==> config.mk <==
export PLATFORM = sky130hd
export DESIGN_NAME = data_mem_ctrl_flat
export DESIGN_NICKNAME = d
export VERILOG_FILES = /design/src/rtl/data_mem_ctrl_pkg.sv /design/src/rtl/data_mem_ctrl_if.sv /design/src/rtl/data_mem_ctrl_load_extend.sv /design/src/rtl/data_mem_ctrl.sv /design/src/flat_wrapper.sv
export SDC_FILE = /design/constraint.sdc
export NUM_CORES = 1
export LEC_CHECK = 0
export ABC_AREA = 0
export CORE_ASPECT_RATIO = 0.8
export CORE_MARGIN = 8
export CORE_UTILIZATION = 43
export CTS_CLUSTER_DIAMETER = 40
export DETAILED_ROUTE_END_ITERATION = 12
export PLACE_DENSITY = 0.89
export SYNTH_ARGS = -nofsm -noshare
export SYNTH_HDL_FRONTEND = slang
export SYNTH_SLANG_ARGS = --single-unit
==> constraint.sdc <==
create_clock -name clk -period 2.15 [get_ports clk]
set_clock_uncertainty 0.1 [all_clocks]
set_input_delay 0.43 -clock clk [delete_from_list [all_inputs] [get_ports clk]]
set_output_delay 0.43 -clock clk [all_outputs]
set_load 0.005 [all_outputs]
==> src/rtl/data_mem_ctrl_pkg.sv <==
// Shared definitions for the Memory-stage data bus controller: access size codes,
// the load result-source code and the controller state encoding.
package riscv_mem_pkg;

  localparam logic [2:0] F3_B  = 3'b000;
  localparam logic [2:0] F3_H  = 3'b001;
  localparam logic [2:0] F3_W  = 3'b010;
  localparam logic [2:0] F3_BU = 3'b100;
  localparam logic [2:0] F3_HU = 3'b101;

  localparam logic [1:0] RESULT_SRC_LOAD = 2'b01;

  typedef enum logic [1:0] {
    IDLE = 2'b00,
    REQ  = 2'b01,
    DONE = 2'b10
  } state_e;

  // size is funct3[1:0]: signedness does not affect alignment
  function automatic logic addr_aligned(input logic [1:0] size, input logic [1:0] a);
    case (size)
      2'b00:   return 1'b1;
      2'b01:   return ~a[0];
      default: return (a == 2'b00);
    endcase
  endfunction

endpackage

==> src/rtl/data_mem_ctrl_if.sv <==
// Word-addressed data bus between the Memory-stage controller and its responder.
interface data_mem_ctrl_if;
  logic        req;
  logic        we;
  logic [31:0] addr;
  logic [3:0]  be;
  logic [31:0] wdata;
  logic        ack;
  logic [31:0] rdata;

  modport master (output req, we, addr, be, wdata, input ack, rdata);
  modport slave  (input req, we, addr, be, wdata, output ack, rdata);
endinterface

==> src/rtl/data_mem_ctrl_load_extend.sv <==
// Selects the addressed byte/halfword of a read word and sign- or zero-extends it.
module load_extend
  import riscv_mem_pkg::*;
(
  input  logic [31:0] rdata,
  input  logic [1:0]  addr,
  input  logic [2:0]  funct3,
  output logic [31:0] result
);

  logic [7:0]  byte_sel;
  logic [15:0] half_sel;

  always_comb begin
    byte_sel = rdata[{addr, 3'b000} +: 8];
    half_sel = addr[1] ? rdata[31:16] : rdata[15:0];
    case (funct3)
      F3_B:    result = {{24{byte_sel[7]}}, byte_sel};
      F3_H:    result = {{16{half_sel[15]}}, half_sel};
      F3_BU:   result = {24'h0, byte_sel};
      F3_HU:   result = {16'h0, half_sel};
      default: result = rdata;
    endcase
  end

endmodule

==> src/rtl/data_mem_ctrl.sv <==
// Memory-stage data bus controller: one registered bus transaction per aligned
// load/store, stalling the pipeline until the responder acks or the wait times out.
module data_mem_ctrl
  import riscv_mem_pkg::*;
#(
  parameter int unsigned TIMEOUT_CYCLES = 255
) (
  input  logic                  clk,
  input  logic                  reset,
  input  logic                  MemWriteM,
  input  logic [1:0]            ResultSrcM,
  input  logic [2:0]            funct3M,
  input  logic [31:0]           ALUResultM,
  input  logic [31:0]           WriteDataM,
  data_mem_ctrl_if.master       bus,
  output logic [31:0]           ReadDataM,
  output logic                  StallM,
  output logic                  MisalignM,
  output logic                  BusErrM
);

  localparam int unsigned CW = $clog2(TIMEOUT_CYCLES + 1);

  state_e        state;
  logic          access;
  logic          aligned;
  logic          timeout;
  logic [3:0]    be_next;
  logic [31:0]   wdata_next;
  logic [31:0]   load_ext;

  logic          req_q;
  logic          we_q;
  logic [31:0]   addr_q;
  logic [1:0]    addr_lo_q;
  logic [3:0]    be_q;
  logic [31:0]   wdata_q;
  logic [2:0]    funct3_q;
  logic [31:0]   rdata_q;
  logic          err_q;
  logic [CW-1:0] wait_cnt;

  assign access    = MemWriteM | (ResultSrcM == RESULT_SRC_LOAD);
  assign aligned   = addr_aligned(funct3M[1:0], ALUResultM[1:0]);
  assign MisalignM = access & ~aligned;
  assign StallM    = ((state == IDLE) & access & aligned) | (state == REQ);
  assign timeout   = (wait_cnt == CW'(TIMEOUT_CYCLES - 1));

  // Loads leave be at zero; stores replicate the datum across every lane.
  always_comb begin
    be_next    = '0;
    wdata_next = '0;
    if (MemWriteM) begin
      case (funct3M[1:0])
        2'b00: begin
          be_next    = 4'b0001 << ALUResultM[1:0];
          wdata_next = {4{WriteDataM[7:0]}};
        end
        2'b01: begin
          be_next    = ALUResultM[1] ? 4'b1100 : 4'b0011;
          wdata_next = {2{WriteDataM[15:0]}};
        end
        default: begin
          be_next    = '1;
          wdata_next = WriteDataM;
        end
      endcase
    end
  end

  load_extend u_load_extend (
    .rdata  (bus.rdata),
    .addr   (addr_lo_q),
    .funct3 (funct3_q),
    .result (load_ext)
  );

  always_ff @(posedge clk) begin
    if (reset) begin
      state     <= IDLE;
      req_q     <= 1'b0;
      we_q      <= 1'b0;
      addr_q    <= '0;
      addr_lo_q <= '0;
      be_q      <= '0;
      wdata_q   <= '0;
      funct3_q  <= '0;
      rdata_q   <= '0;
      err_q     <= 1'b0;
      wait_cnt  <= '0;
    end else begin
      case (state)
        IDLE: begin
          err_q <= 1'b0;
          if (access && aligned) begin
            state     <= REQ;
            req_q     <= 1'b1;
            we_q      <= MemWriteM;
            addr_q    <= {ALUResultM[31:2], 2'b00};
            addr_lo_q <= ALUResultM[1:0];
            be_q      <= be_next;
            wdata_q   <= wdata_next;
            funct3_q  <= funct3M;
            wait_cnt  <= '0;
          end
        end
        REQ: begin
          // ack takes priority over an expiring wait
          if (bus.ack) begin
            state <= DONE;
            req_q <= 1'b0;
            if (!we_q) rdata_q <= load_ext;
          end else begin
            wait_cnt <= wait_cnt + 1'b1;
            if (timeout) begin
              state   <= DONE;
              req_q   <= 1'b0;
              err_q   <= 1'b1;
              rdata_q <= '0;
            end
          end
        end
        DONE: begin
          state <= IDLE;
          err_q <= 1'b0;
        end
        default: begin
          state <= IDLE;
          req_q <= 1'b0;
          err_q <= 1'b0;
        end
      endcase
    end
  end

  assign bus.req   = req_q;
  assign bus.we    = we_q;
  assign bus.addr  = addr_q;
  assign bus.be    = be_q;
  assign bus.wdata = wdata_q;
  assign ReadDataM = rdata_q;
  assign BusErrM   = err_q;

endmodule
==> src/flat_wrapper.sv <==
// flat-port wrapper written by rule: the top's interface ports become plain ports
module data_mem_ctrl_flat import riscv_mem_pkg::*;
#(
  parameter int unsigned TIMEOUT_CYCLES = 255
)
  (clk, reset, MemWriteM, ResultSrcM, funct3M, ALUResultM, WriteDataM, ReadDataM, StallM, MisalignM, BusErrM, bus_req, bus_we, bus_addr, bus_be, bus_wdata, bus_ack, bus_rdata);
  data_mem_ctrl_if bus_i ();
  input  logic clk;
  input  logic reset;
  input  logic MemWriteM;
  input  logic [1:0] ResultSrcM;
  input  logic [2:0] funct3M;
  input  logic [31:0] ALUResultM;
  input  logic [31:0] WriteDataM;
  output logic [31:0] ReadDataM;
  output logic StallM;
  output logic MisalignM;
  output logic BusErrM;
  output wire logic [$bits(bus_i.req)-1:0] bus_req;
  output wire logic [$bits(bus_i.we)-1:0] bus_we;
  output wire logic [$bits(bus_i.addr)-1:0] bus_addr;
  output wire logic [$bits(bus_i.be)-1:0] bus_be;
  output wire logic [$bits(bus_i.wdata)-1:0] bus_wdata;
  input wire logic [$bits(bus_i.ack)-1:0] bus_ack;
  input wire logic [$bits(bus_i.rdata)-1:0] bus_rdata;
  assign bus_req = bus_i.req;
  assign bus_we = bus_i.we;
  assign bus_addr = bus_i.addr;
  assign bus_be = bus_i.be;
  assign bus_wdata = bus_i.wdata;
  assign bus_i.ack = bus_ack;
  assign bus_i.rdata = bus_rdata;
  data_mem_ctrl #(.TIMEOUT_CYCLES(TIMEOUT_CYCLES)) u_core (.clk(clk), .reset(reset), .MemWriteM(MemWriteM), .ResultSrcM(ResultSrcM), .funct3M(funct3M), .ALUResultM(ALUResultM), .WriteDataM(WriteDataM), .bus(bus_i), .ReadDataM(ReadDataM), .StallM(StallM), .MisalignM(MisalignM), .BusErrM(BusErrM));
endmodule
# Yosys cells after proc, flatten, opt, wreduce, memory -nomap -nowiden

Index checks and enable logic that the tools add are counted.

Register bits: 116
Bits in latches: 0
RAM bits: 0
ROM bits: 0
Input port bits: 105
Output and inout bits: 105
Word-level logic and storage cells: 72
Memories kept: 0

Add/subtract/negate cells: 1
Multiply operators: 0
Div/mod/pow operators: 0
Order comparisons: 0
Eq/ne operators: 12
Shifts and indexed selects: 2
Mux-type cells: 22
Bitwise gates (word level): 10
Reductions and logical operators: 14

Operators by type and width:

| kind                  | count |
|---|---|
| $mux W32              | 4 |
| $pmux W32 S4          | 1 |
| $pmux W32 S2          | 1 |
| $shiftx A32 B6 Y8     | 1 |
| $mux W16              | 1 |
| $mux W8               | 2 |
| $pmux W8 S2           | 1 |
| $reduce_and A3 Y1     | 3 |
| $add A8 B1 Y8 const B | 1 |
| $eq A8 B8 Y1 const B  | 1 |
| $mux W4               | 2 |
| $pmux W4 S2           | 1 |
| $eq A2 B1 Y1 const B  | 3 |
| $eq A3 B3 Y1 const B  | 2 |
| $logic_not A2 Y1      | 3 |
| $mux W2               | 3 |
| $ne A2 B2 Y1 const B  | 3 |
| $reduce_and A2 Y1     | 3 |
| $not A1 Y1            | 5 |
| $pmux W2 S2           | 1 |
| $reduce_bool A2 Y1    | 2 |
| $shl A1 B2 Y4 const A | 1 |
| $and A1 B1 Y1         | 3 |
| $eq A3 B1 Y1 const B  | 1 |
| other kinds (9)       | 12 |

# Longest topological paths before layout

Word-level depth: 5
Depth in mapped cells: 8

# Hierarchy

Synthesis repeated with hierarchy kept, for this count alone.

Cells, all modules: 562
Area, all modules: 5,168.7 sq um

By module, submodules not included:

| module        | times used | cells each | area each (sq um) | seq. area each (sq um) |
|---|---|---|---|---|
| data_mem_ctrl | 1          | 444        | 4,408.0           | 2,322.2 |
| load_extend   | 1          | 118        | 760.7             | 0.0 |

# Worst setup path after synthesis

Ideal clock, no wire load.

Path type: input-to-output
From: in ALUResultM[0]
To: out StallM
Arrival time: 1.447 ns
Required time: 1.620 ns
Setup slack: 0.173 ns
Stages on the path: 6
Path buffers: 2
Cell sequence: a21o_1 > o21ai_1 > clkbuf_1 > buf_2 > nand2_1 > nand2_1

Word-level cells in the longest chain between the ends: 4
Elaborated cells on any way between the ends: 5
Classes of those cells: 1 x mux; 3 x bitwise; 1 x reduce/logical

RTL lines:

| item                                           | RTL line                                         | text |
|---|---|---|
| from (decl)                                    | flat_wrapper.sv:13                               | `input logic [31:0] ALUResultM;` |
| $logic_not A2 Y1 or $not A1 Y1 (tied branches) | data_mem_ctrl_pkg.sv:24, data_mem_ctrl_pkg.sv:23 |  |
| $pmux W1 S2 (*)                                | data_mem_ctrl_pkg.sv:21                          | `case (size)` |
| $and A1 B1 Y1 (*)                              | data_mem_ctrl.sv:46                              | `assign StallM = ((state == IDLE) & access & aligned) \| (state == REQ);` |
| $or A1 B1 Y1 (*)                               | data_mem_ctrl.sv:46                              |  |
| to (decl)                                      | flat_wrapper.sv:16                               | `output logic StallM;` |

Every way passes the cells marked *; elsewhere a longest branch is shown, timed or not.

# Worst setup path in the final report

From: in ResultSrcM[0]
To: out StallM

Word-level cells in the longest chain between the ends: 5

RTL lines:

| item                       | RTL line            | text |
|---|---|---|
| from (decl)                | flat_wrapper.sv:11  | `input logic [1:0] ResultSrcM;` |
| $eq A2 B1 Y1               | data_mem_ctrl.sv:43 | `assign access = MemWriteM \| (ResultSrcM == RESULT_SRC_LOAD);` |
| $or A1 B1 Y1               | data_mem_ctrl.sv:43 |  |
| $and A1 B1 Y1 (2 in a row) | data_mem_ctrl.sv:46 |  |
| $or A1 B1 Y1               | data_mem_ctrl.sv:46 |  |

Every way passes these cells.

==> reports/qor.csv <==
metric;value;unit
DRC Markers;0;
Mapped Area;4990;sq um
Via-to-Cell Ratio;5.64;
number of flops mapped to enable cells by yosys;0;
commonest non-fill, non-tap cell in the layout;clkdlybuf4s50_1;
Sw Pwr;1.59;mW
worst path buffer plus inverter count;2;
Synth area leaders;dfxtp_1 (47%), mux2i_1 (7.2%), a21oi_1 (5.4%), o21ai_0 (4.9%), a22o_1 (4.2%);
ant diodes;0;
cell family contributing the most delay on the critical path;buffers and inverters;
Final WS setup;0.0415;ns
CTS max path bufs;2;
Layout area overhead;59.4;%
die span in y;112;microns
Ys Warns;0;
WS Path Type;in2out;
prevailing post-synth register cell;dfxtp_1;
Power Density;770;nW/um^2
RSZ-0062 raised after global routing;no;
vias in the first global route;5305;
Post-Synth Simple-Gate Area;12.3;%
leakage;3.00;nW
combinational group share of total power;16.5;%
post-synth top area share;46.5;%
Hold Fails Final Rpt;0;
global-route wire length before repair;27300;microns
Synth Instances;528;
largest family of logic cells by synthesized area;compound AO/OA/AOI/OAI gates;
Layout fillers;828;
clk sinks;116;
final net count;849;
Synth cell types;49;
clock share of power;45.2;%
Crit. End Element;output pin;
drt wl/cell;19.3;microns
TritonRoute pass-1 iters;5;
max-slew violation count;0;
worst slew pin tran;0.878;ns
Starting Density;43.7;%
Final period util;98.1;%
Total Routing Usage GR;22.2;%
Async SR Flop Fraction;0;%
total CTS buffers;17;
antenna violations before repair;0;
Final HPWL DP;12800;microns
routed vias;5092;
largest net degree at the start of global routing;39;
Sw Ratio;26.0;%
Antenna Violating Nets Remaining;0;
DIE AREA;15300;sq um
# rows;35;
Crit path largest cell delay;0.46;ns
Synth Area in Adders;0.501;%
post-synthesis mux area share;7.67;%
worst relative slew slack;41.3;%
Yosys top cell by area;dfxtp_1;
Detailed Route WL;17400;microns
clock edge transition at the registers on the reported setup and hold paths;0.05;ns
Compound-Gate Fraction of Synth Area;26.6;%
Die Wd;136;microns
Cell Int Power;4.53;mW
fmax;0.474;GHz
sequential element share of the synthesized area;46.5;%
port buffer count;207;
Final Wtd Congestion;0.887;
H-tree Lvls;4;
GRT overflow;0;
share of cells above drive strength 1;10.6;%
most frequent cells in the layout;clkdlybuf4s50_1 (203), dfxtp_1 (116), a21oi_1 (54), o21ai_0 (49), nand3_1 (40);
max_cap viols;0;
Avg Inst Size Synth;9.45;sq um
crit path DAT;1.58;ns
WP data required;1.62;ns
CP startpoint kind;primary input;
CTS root buffer;clkbuf_16;
Max stage delay cell, worst path;clkdlybuf4s50_1;
Initial DRC Count;351;
crit-path cells;clkdlybuf4s50_1 > nor2b_4 > o21a_1 > nand2_2 > nand2_1 > clkdlybuf4s15_1;
Hold WC Path Type;reg2reg;
core area;11400;sq um
outcome;complete, no violations;
Yosys reg bits;116;
worst slack at placement;-0.322;ns
Ports;210;
post-synthesis xor/xnor area fraction;1.23;%
VDD IR max;0.528;mV
Pwr Total;6.12;mW
Flop pwr share;38.3;%
# setup viols final;0;
CTS tree;built;
latest clock arrival within the worst-skew pair;0.41;ns
worst-path fanout max;2;
post-route minimum period;2.11;ns
-- cell usage after synthesis, drive strengths merged, types with 4 or more instances --
cell type / count
nand3: 40
o21ai: 52
clkbuf: 28
nand2b: 14
o221ai: 7
a22o: 24
o32ai: 7
nand2: 18
mux2i: 36
o2bb2ai: 20
a21oi: 55
nor2: 17
nor2b: 4
xor2: 6
inv: 13
a221o: 17
dfxtp: 116
buf: 17
-- registers in the layout, summed over array words and instances (netlist names) --
name and cells:
u_core.state 2, u_core.addr_lo_q 2, u_core.bus.wdata 32, u_core.funct3_q 3, u_core.bus.addr 30, u_core.bus.req 1
u_core.BusErrM 1, u_core.ReadDataM 32, u_core.bus.be 4, u_core.wait_cnt 8, u_core.bus.we 1
-- cell type report --
cell class / instances / area (sq um) / area share (%)
Clock inverter: 15 / 158 / 1.98
Inverter: 13 / 48.8 / 0.613
Clock buffer: 17 / 425 / 5.35
Sequential cell: 116 / 2320 / 29.2
Timing Repair Buffer: 239 / 2370 / 29.8
Multi-Input combinational cell: 355 / 2450 / 30.8
Tap cell: 148 / 185 / 2.33
-- cells by family after synthesis --
logic type	after synthesis
and+or+nand+nor	113
buffers and inverters	58
other	1
adders and majority gates	2
AOI/OAI and AO/OA	194
muxes	37
xor gates and xnor gates	7
DFF	116
-- through the flow --
stage                     area (sq um)  cells  setup TNS [ns]  utilization (%)  hold WS [ns]
after floorplan                   4990    529               0                -         0.349
after global placement            7350    870           -9.27             64.3         0.347
after detailed placement          7350    870          -13.43             64.3         0.346
after CTS                         7950    903               0             69.6         0.351
after global routing              7950    903               0             69.6         0.379
final                             7950    903               0             69.6         0.367
-- routing by layer --
layer,track usage (%),part of all wire (%),wire length (microns),up-vias
met5,0,0,0,-
met4,8.77,2.3,395,0
met3,9.33,9.7,1700,35
met2,36.5,49,8460,214
met1,24.8,39,6880,2443
li1,-,-,-,2400
-- worst paths after layout --
check | from | endpoint | slack, ns | depth (start not counted)
hold reg to reg | u_core.bus.wdata[19] | u_core.bus.wdata[19] | 0.37 | 1
setup reg to reg | u_core.state[1] | u_core.bus.wdata[6] | 0.22 | 6
setup / recovery | ResultSrcM[0] | StallM | 0.04 | 6
hold / removal | u_core.bus.wdata[19] | u_core.bus.wdata[19] | 0.37 | 1
-- power groups by stage --
stage / registers [mW] / clock network (mW) / logic [mW]
2_1_floorplan: 2.38 / 0 / 0.407
4_1_cts: 2.34 / 2.80 / 1.01
6_report: 2.34 / 2.77 / 1.01
3_5_place_dp: 2.38 / 0 / 1.00
3_3_place_gp: 2.38 / 0 / 0.977
5_1_grt: 2.35 / 2.92 / 1.09
-- timing repair --
action	in CTS	in global routing
gates resized for setup	7	1
pin swaps	2	1
endpoints found under the setup margin	2	1
endpoints found under the hold margin	0	0
setup buffers	1	0
hold buffers	0	0
Note: power is estimated with default switching activity, not from simulation.
